**src/rtl/adc_dac_pkg.sv**
```systemverilog
// Shared types, defaults and arithmetic helpers for the ADC-to-DAC loop.
package adc_dac_pkg;

  typedef enum logic [1:0] {
    IDLE    = 2'd0,
    RESTART = 2'd1,
    WAIT    = 2'd2,
    OUTPUT  = 2'd3
  } state_e;

  localparam int DEF_ADC_W    = 12;
  localparam int DEF_DAC_W    = 8;
  localparam int DEF_AVG_LOG2 = 2;
  localparam int ACC_W        = DEF_ADC_W + DEF_AVG_LOG2;

  // Round half-up from adc_w to dac_w bits, clamping the carry-out case.
  function automatic logic [31:0] round_sat(
    input logic [31:0] avg,
    input int          adc_w,
    input int          dac_w
  );
    logic [31:0] r;
    logic [31:0] mx;
    r  = (avg + (32'd1 << (adc_w - dac_w - 1))) >> (adc_w - dac_w);
    mx = (32'd1 << dac_w) - 32'd1;
    return (r > mx) ? mx : r;
  endfunction

endpackage

```
**src/rtl/adc_dac_sync.sv**
```systemverilog
// Multi-flop level synchroniser with a registered-history rising-edge flag.
module adc_dac_sync #(
  parameter int STAGES = 2
) (
  input  logic clk,
  input  logic reset,
  input  logic async_i,
  output logic rise_o
);

  logic [STAGES-1:0] sync_q;
  logic              prev_q;

  always_ff @(posedge clk or posedge reset) begin
    if (reset) begin
      sync_q <= '0;
      prev_q <= 1'b0;
    end else begin
      sync_q <= {sync_q[STAGES-2:0], async_i};
      prev_q <= sync_q[STAGES-1];
    end
  end

  assign rise_o = sync_q[STAGES-1] & ~prev_q;

endmodule

```
**src/rtl/adc_dac_loop.sv**
```systemverilog
// ADC-to-DAC sample loop: retriggers the ADC, optionally averages,
// rounds/saturates and registers the result onto the DAC.
module adc_dac_loop
  import adc_dac_pkg::*;
#(
  parameter int ADC_W          = DEF_ADC_W,
  parameter int DAC_W          = DEF_DAC_W,
  parameter int AVG_LOG2       = DEF_AVG_LOG2,
  parameter int SYNC_STAGES    = 2,
  parameter int TIMEOUT_CYCLES = 1024
) (
  input  logic             clk,
  input  logic             reset,
  input  logic             enable,
  input  logic             avg_en,
  input  logic             err_clr,
  output logic             adc_start,
  input  logic             adc_valid,
  input  logic [ADC_W-1:0] adc_value,
  output logic [DAC_W-1:0] dac_value,
  output logic             dac_update,
  output logic             timeout_err,
  output logic             busy
);

  localparam int AW = ADC_W + AVG_LOG2;
  localparam int CW = AVG_LOG2 + 1;
  localparam int TW = $clog2(TIMEOUT_CYCLES) + 1;
  localparam logic [CW-1:0] LAST_CNT = CW'((1 << AVG_LOG2) - 1);
  localparam logic [TW-1:0] TMO_LAST = TW'(TIMEOUT_CYCLES - 1);

  state_e           state_q, state_d;
  logic [AW-1:0]    acc_q, acc_d;
  logic [CW-1:0]    cnt_q, cnt_d;
  logic [TW-1:0]    tmo_q, tmo_d;
  logic             mode_q, mode_d;
  logic [DAC_W-1:0] dac_q, dac_d;
  logic             upd_q, upd_d;
  logic             err_q, err_d;
  logic             start_q, start_d;
  logic             rise;
  logic             last;
  logic [AW-1:0]    avg;

  adc_dac_sync #(
    .STAGES (SYNC_STAGES)
  ) u_sync (
    .clk     (clk),
    .reset   (reset),
    .async_i (adc_valid),
    .rise_o  (rise)
  );

  // avg_en only counts at the first sample of an average.
  assign mode_d = (cnt_q == '0) ? avg_en : mode_q;
  assign last   = mode_d ? (cnt_q == LAST_CNT) : 1'b1;
  assign avg    = mode_q ? (acc_q >> AVG_LOG2) : acc_q;

  always_comb begin
    state_d = state_q;
    acc_d   = acc_q;
    cnt_d   = cnt_q;
    tmo_d   = tmo_q;
    dac_d   = dac_q;
    upd_d   = 1'b0;
    err_d   = err_q & ~err_clr;
    unique case (state_q)
      IDLE: begin
        if (enable) state_d = RESTART;
      end
      RESTART: begin
        tmo_d = '0;
        if (!enable) begin
          state_d = IDLE;
          acc_d   = '0;
          cnt_d   = '0;
        end else begin
          state_d = WAIT;
        end
      end
      WAIT: begin
        tmo_d = tmo_q + 1'b1;
        if (!enable) begin
          state_d = IDLE;
          acc_d   = '0;
          cnt_d   = '0;
        end else if (rise) begin
          acc_d   = acc_q + AW'(adc_value);
          cnt_d   = cnt_q + 1'b1;
          state_d = last ? OUTPUT : RESTART;
        end else if (tmo_q == TMO_LAST) begin
          err_d   = 1'b1;
          acc_d   = '0;
          cnt_d   = '0;
          state_d = RESTART;
        end
      end
      OUTPUT: begin
        dac_d   = DAC_W'(round_sat(32'(avg), ADC_W, DAC_W));
        upd_d   = 1'b1;
        acc_d   = '0;
        cnt_d   = '0;
        state_d = enable ? RESTART : IDLE;
      end
      default: state_d = IDLE;
    endcase
  end

  // Registered so START is glitch-free at the ADC wrapper.
  assign start_d = (state_d == WAIT);

  always_ff @(posedge clk or posedge reset) begin
    if (reset) begin
      state_q <= IDLE;
      acc_q   <= '0;
      cnt_q   <= '0;
      tmo_q   <= '0;
      mode_q  <= 1'b0;
      dac_q   <= '0;
      upd_q   <= 1'b0;
      err_q   <= 1'b0;
      start_q <= 1'b0;
    end else begin
      state_q <= state_d;
      acc_q   <= acc_d;
      cnt_q   <= cnt_d;
      tmo_q   <= tmo_d;
      mode_q  <= mode_d;
      dac_q   <= dac_d;
      upd_q   <= upd_d;
      err_q   <= err_d;
      start_q <= start_d;
    end
  end

  assign adc_start   = start_q;
  assign dac_value   = dac_q;
  assign dac_update  = upd_q;
  assign timeout_err = err_q;
  assign busy        = (state_q != IDLE);

endmodule

```
**config.mk**
```make
export PLATFORM = sky130hd
export DESIGN_NAME = adc_dac_loop
export DESIGN_NICKNAME = d
export VERILOG_FILES = /design/src/rtl/adc_dac_pkg.sv /design/src/rtl/adc_dac_sync.sv /design/src/rtl/adc_dac_loop.sv
export SDC_FILE = /design/constraint.sdc
export NUM_CORES = 1
export LEC_CHECK = 0
export BUFFER_PORTS_ARGS = -buffer_cell sky130_fd_sc_hd__buf_2
export CAP_MARGIN = 40
export CORE_ASPECT_RATIO = 0.7
export CORE_MARGIN = 3
export CORE_UTILIZATION = 55
export CTS_BUF_LIST = sky130_fd_sc_hd__clkbuf_4
export CTS_CLUSTER_SIZE = 30
export DETAILED_ROUTE_END_ITERATION = 8
export HOLD_SLACK_MARGIN = 0.15
export PLACE_DENSITY = 0.86
export SETUP_SLACK_MARGIN = 0.5
export SLEW_MARGIN = 20
export SYNTH_ARGS = -nofsm -noshare
export SYNTH_HDL_FRONTEND = slang
export SYNTH_SLANG_ARGS = --single-unit
```
**constraint.sdc**
```tcl
create_clock -name clk -period 2.6 [get_ports clk]
set_input_delay 0.52 -clock clk [delete_from_list [all_inputs] [get_ports clk]]
set_output_delay 0.52 -clock clk [all_outputs]
set_load 0.1 [all_outputs]
```
==> summary.txt <==
Outcome
  – Outcome: complete, no violations

Global route
  – GRT Residual Overflow: 0
  – Largest net degree at the start of global routing: 36
  – Vias in the first global route: 2474
  – GRT Overall Usage: 24.3%
  – First-pass GRT wire length: 11900 um
  – Initial antenna violation count: 0

STA
  – Slew margin rel.: 66.7%
  – Setup_tns: 0 ns
  – Final Skew: 0.00783 ns
  – RSZ-0062 raised after global routing: yes
  – Post-route minimum period: 2.20 ns
  – Fin. max-slew vios: 0
  – Worst slew pin tran: 0.494 ns
  – Final hold viol count: 0
  – Fin crit share: 84.6%
  – Fmax: 0.455 GHz
  – Final Setup Violations: 0
  – Setup ws final: 0.401 ns

Setup path
  – CP delay by family, top: compound AO/OA/AOI/OAI gates
  – Crit-path slowest cell: dfrtp_1
  – CP endpoint kind: flop
  – Setup crit end: acc_q[11]
  – FF-to-FF setup slack: 0.40 ns
  – Worst r2r path cells: 9
  – Crit-path cells: ha_4 -> buf_4 -> a211oi_2 -> o21bai_1 -> o21ai_2 -> nor3_2 -> a2111oi_4 -> xor2_1 -> o21ai_0
  – Arrival @ worst endpoint: 2.46 ns
  – Critical path class: reg -> reg
  – FF-to-FF End: acc_q[11]
  – Required time worst endpoint: 2.87 ns
  – Worst path bufs/invs: 1
  – Crit Path Max Fanout: 3
  – Slowest Stage Delay on Critical Path: 0.44 ns
  – Worst setup path start: acc_q[0]
  – Stages on worst setup path: 9
  – Startpoint Class: flop
  – FF-to-FF Start: acc_q[0]

Logic synthesis
  – Cells after synthesis: 327
  – Syn nets: 368
  – Cell Area, Synth: 0.00293 mm^2
  – Post-synth ARST share: 100%
  – Sequential cell area fraction in the yosys report: 38.4%
  – Netlist cell types: 50
  – Synth Flop Type: dfrtp_1
  – Total of warnings raised by yosys: 0
  – Synth Area per Inst: 8.96 um^2
  – Synthesis-stage register bit count: 45
  – EDFF count, synth: 0

Clocking
  – Clk_lat worst skew: 0.37 ns
  – Cts bufs inserted: 5
  – Root Driver: clkbuf_4
  – Clock slew at reported path FFs: 0.13 ns
  – Depth of the CTS H-tree: 2
  – CTS tree: built
  – Longest Clk Path Bufs: 2
  – Clk sink count: 45

Placement
  – DP Area: 0.00321 mm^2
  – PortBufs: 29
  – GPL Wtd Cong: 0.870
  – Post-DP HPWL: 4770 um
  – Post-placement setup slack: 0.197 ns

Cells and area
  – Fillers: 355
  – Final net count: 413
  – P&R area growth vs syn: 22.7%
  – Commonest cells after routing, fill and taps aside: nand2_1, dfrtp_1, buf_2, buf_4, o21ai_0
  – Fraction of layout cells with a size suffix above 1: 27.4%
  – Most common cell after layout, fill and taps aside: nand2_1
  – Final Cell Area: 0.00359 mm^2
  – # diodes: 0

Die
  – I/O pin cnt: 30
  – Full die area: 0.00625 mm^2
  – Initial Util: 59.0%
  – Core ar.: 0.00497 mm^2
  – Die Ht: 67.1 um
  – Num rows: 21
  – Die width: 93.2 um

Pwr
  – Power Dens Cells: 764 mW/mm^2
  – Clock power frac: 15.5%
  – Switching pwr: 1.39 mW
  – Combinational Power Share: 52.4%
  – Tot Pwr: 2.74 mW
  – Internal: 1.36 mW
  – Net Sw Frac: 50.5%
  – Seq pwr share: 32.2%
  – Static leakage: 1.61 nW
  – Max IR drop VDD: 354 uV

Worst hold path
  – Hold Path Class: in -> reg

Route
  – DR iter-0 viols: 196
  – WL per Instance: 16.3 um
  – Via count: 2666
  – Post-route ant nets: 0
  – Vias per cell: 6.05
  – Drt pass-1 iters: 5
  – Residual DRC: 0
  – Total wire length: 7200 um

Job
  – Max-cap viol count: 0
## synth_stat cells (4+ instances only)
library cell,instances,share of area (%)
ha_1,22,9.4
inv_1,18,2.3
nand4_1,4,0.85
nand3b_1,5,1.3
nand2_1,46,5.9
xor2_1,6,1.8
and3_1,5,1.1
mux2_2,4,1.5
xnor2_1,6,1.8
nand2b_1,7,1.5
a21oi_1,17,2.9
dfrtp_1,45,38
buf_2,7,1.2
a211oi_1,4,1.0
nand3_1,17,2.9
o21ai_0,28,4.8
mux2i_1,5,1.7
clkbuf_1,8,1.0
nor2_1,15,1.9
o22a_1,7,2.1
a22o_1,5,1.5
## through the flow
stage	hold WS [ns]	util [%]	instances
after floorplan	0.331	-	327
after global placement	0.333	64.7	416
after detailed placement	0.342	64.7	416
after CTS	0.248	70.3	434
after global routing	0.233	72.4	441
final	0.252	72.4	441
## metal layers
| metal | global-route usage [%] | share of wire (%) | up-vias |
|---|---|---|---|
| li1 | - | - | 1273 |
| met1 | 32.7 | 46 | 1252 |
| met2 | 39.0 | 45 | 119 |
| met3 | 4.85 | 6.6 | 22 |
| met4 | 8.41 | 2.6 | 0 |
| met5 | 0 | 0 | - |
## sequential cells by signal (all words and copies together), names as in the netlist
register	cells
cnt_q	3
timeout_err	1
dac_update	1
u_sync.sync_q	2
u_sync.prev_q	1
adc_start	1
mode_q	1
acc_q	14
dac_value	8
state_q	2
tmo_q	11
## timing repair
item | CTS | global route
buffers inserted | 10 | 7
hold buffers | 1 | 0
setup endpoints to repair | 27 | 27
gates resized for setup | 17 | 12
hold endpoints to repair | 10 | 0
pin swaps | 8 | 9
## worst reg2reg max path, cell delays in order (launching register included)
cell	delay, ns
dfrtp_1	0.44
ha_4	0.19
buf_4	0.13
a211oi_2	0.28
o21bai_1	0.15
o21ai_2	0.24
nor3_2	0.10
a2111oi_4	0.34
xor2_1	0.16
o21ai_0	0.08
## worst min-delay path by stage
stage,from,end,slack (ns),cells after the start
floorplan,u_sync.sync_q[0],u_sync.sync_q[1],0.33,0
global placement,u_sync.sync_q[0],u_sync.sync_q[1],0.33,0
detailed placement,u_sync.sync_q[0],u_sync.sync_q[1],0.34,0
CTS,adc_valid,u_sync.sync_q[0],0.25,1
global route,adc_valid,u_sync.sync_q[0],0.23,1
finish,adc_valid,u_sync.sync_q[0],0.25,1
## power by group through the flow
stage	Combinational (mW)	Sequential (mW)	Clock [mW]
floorplan	0.590	1.41	0
global placement	1.33	0.891	0
detailed placement	1.35	0.897	0
CTS	1.42	0.878	0.426
global route	1.54	0.894	0.453
finish	1.44	0.883	0.424
## final cells by class
class | instances | area [um^2] | share of cell area (%)
clock buffer | 5 | 37.5 | 1.04
sequential | 45 | 1130 | 31.5
tap | 69 | 86.3 | 2.40
multi-input combinational | 248 | 1880 | 52.4
timing repair buffer | 54 | 350 | 9.75
clock inverter | 2 | 35.0 | 0.975
inverter | 18 | 67.6 | 1.88
## kinds of logic (layout without fill, tap and decap cells)
kind of cell | after synthesis | count (layout) | share of synthesized area (%)
XOR/XNOR | 12 | 12 | 3.59
AO/OA/AOI/OAI | 94 | 94 | 21.9
buffers and inverters | 34 | 79 | 4.70
adder cells (fa/ha/maj) | 23 | 23 | 10.1
multiplexers | 9 | 9 | 3.25
flip-flops | 45 | 45 | 38.4
AND/OR/NAND/NOR | 110 | 110 | 18.0
No activity file was read; power rests on OpenSTA's default activity.
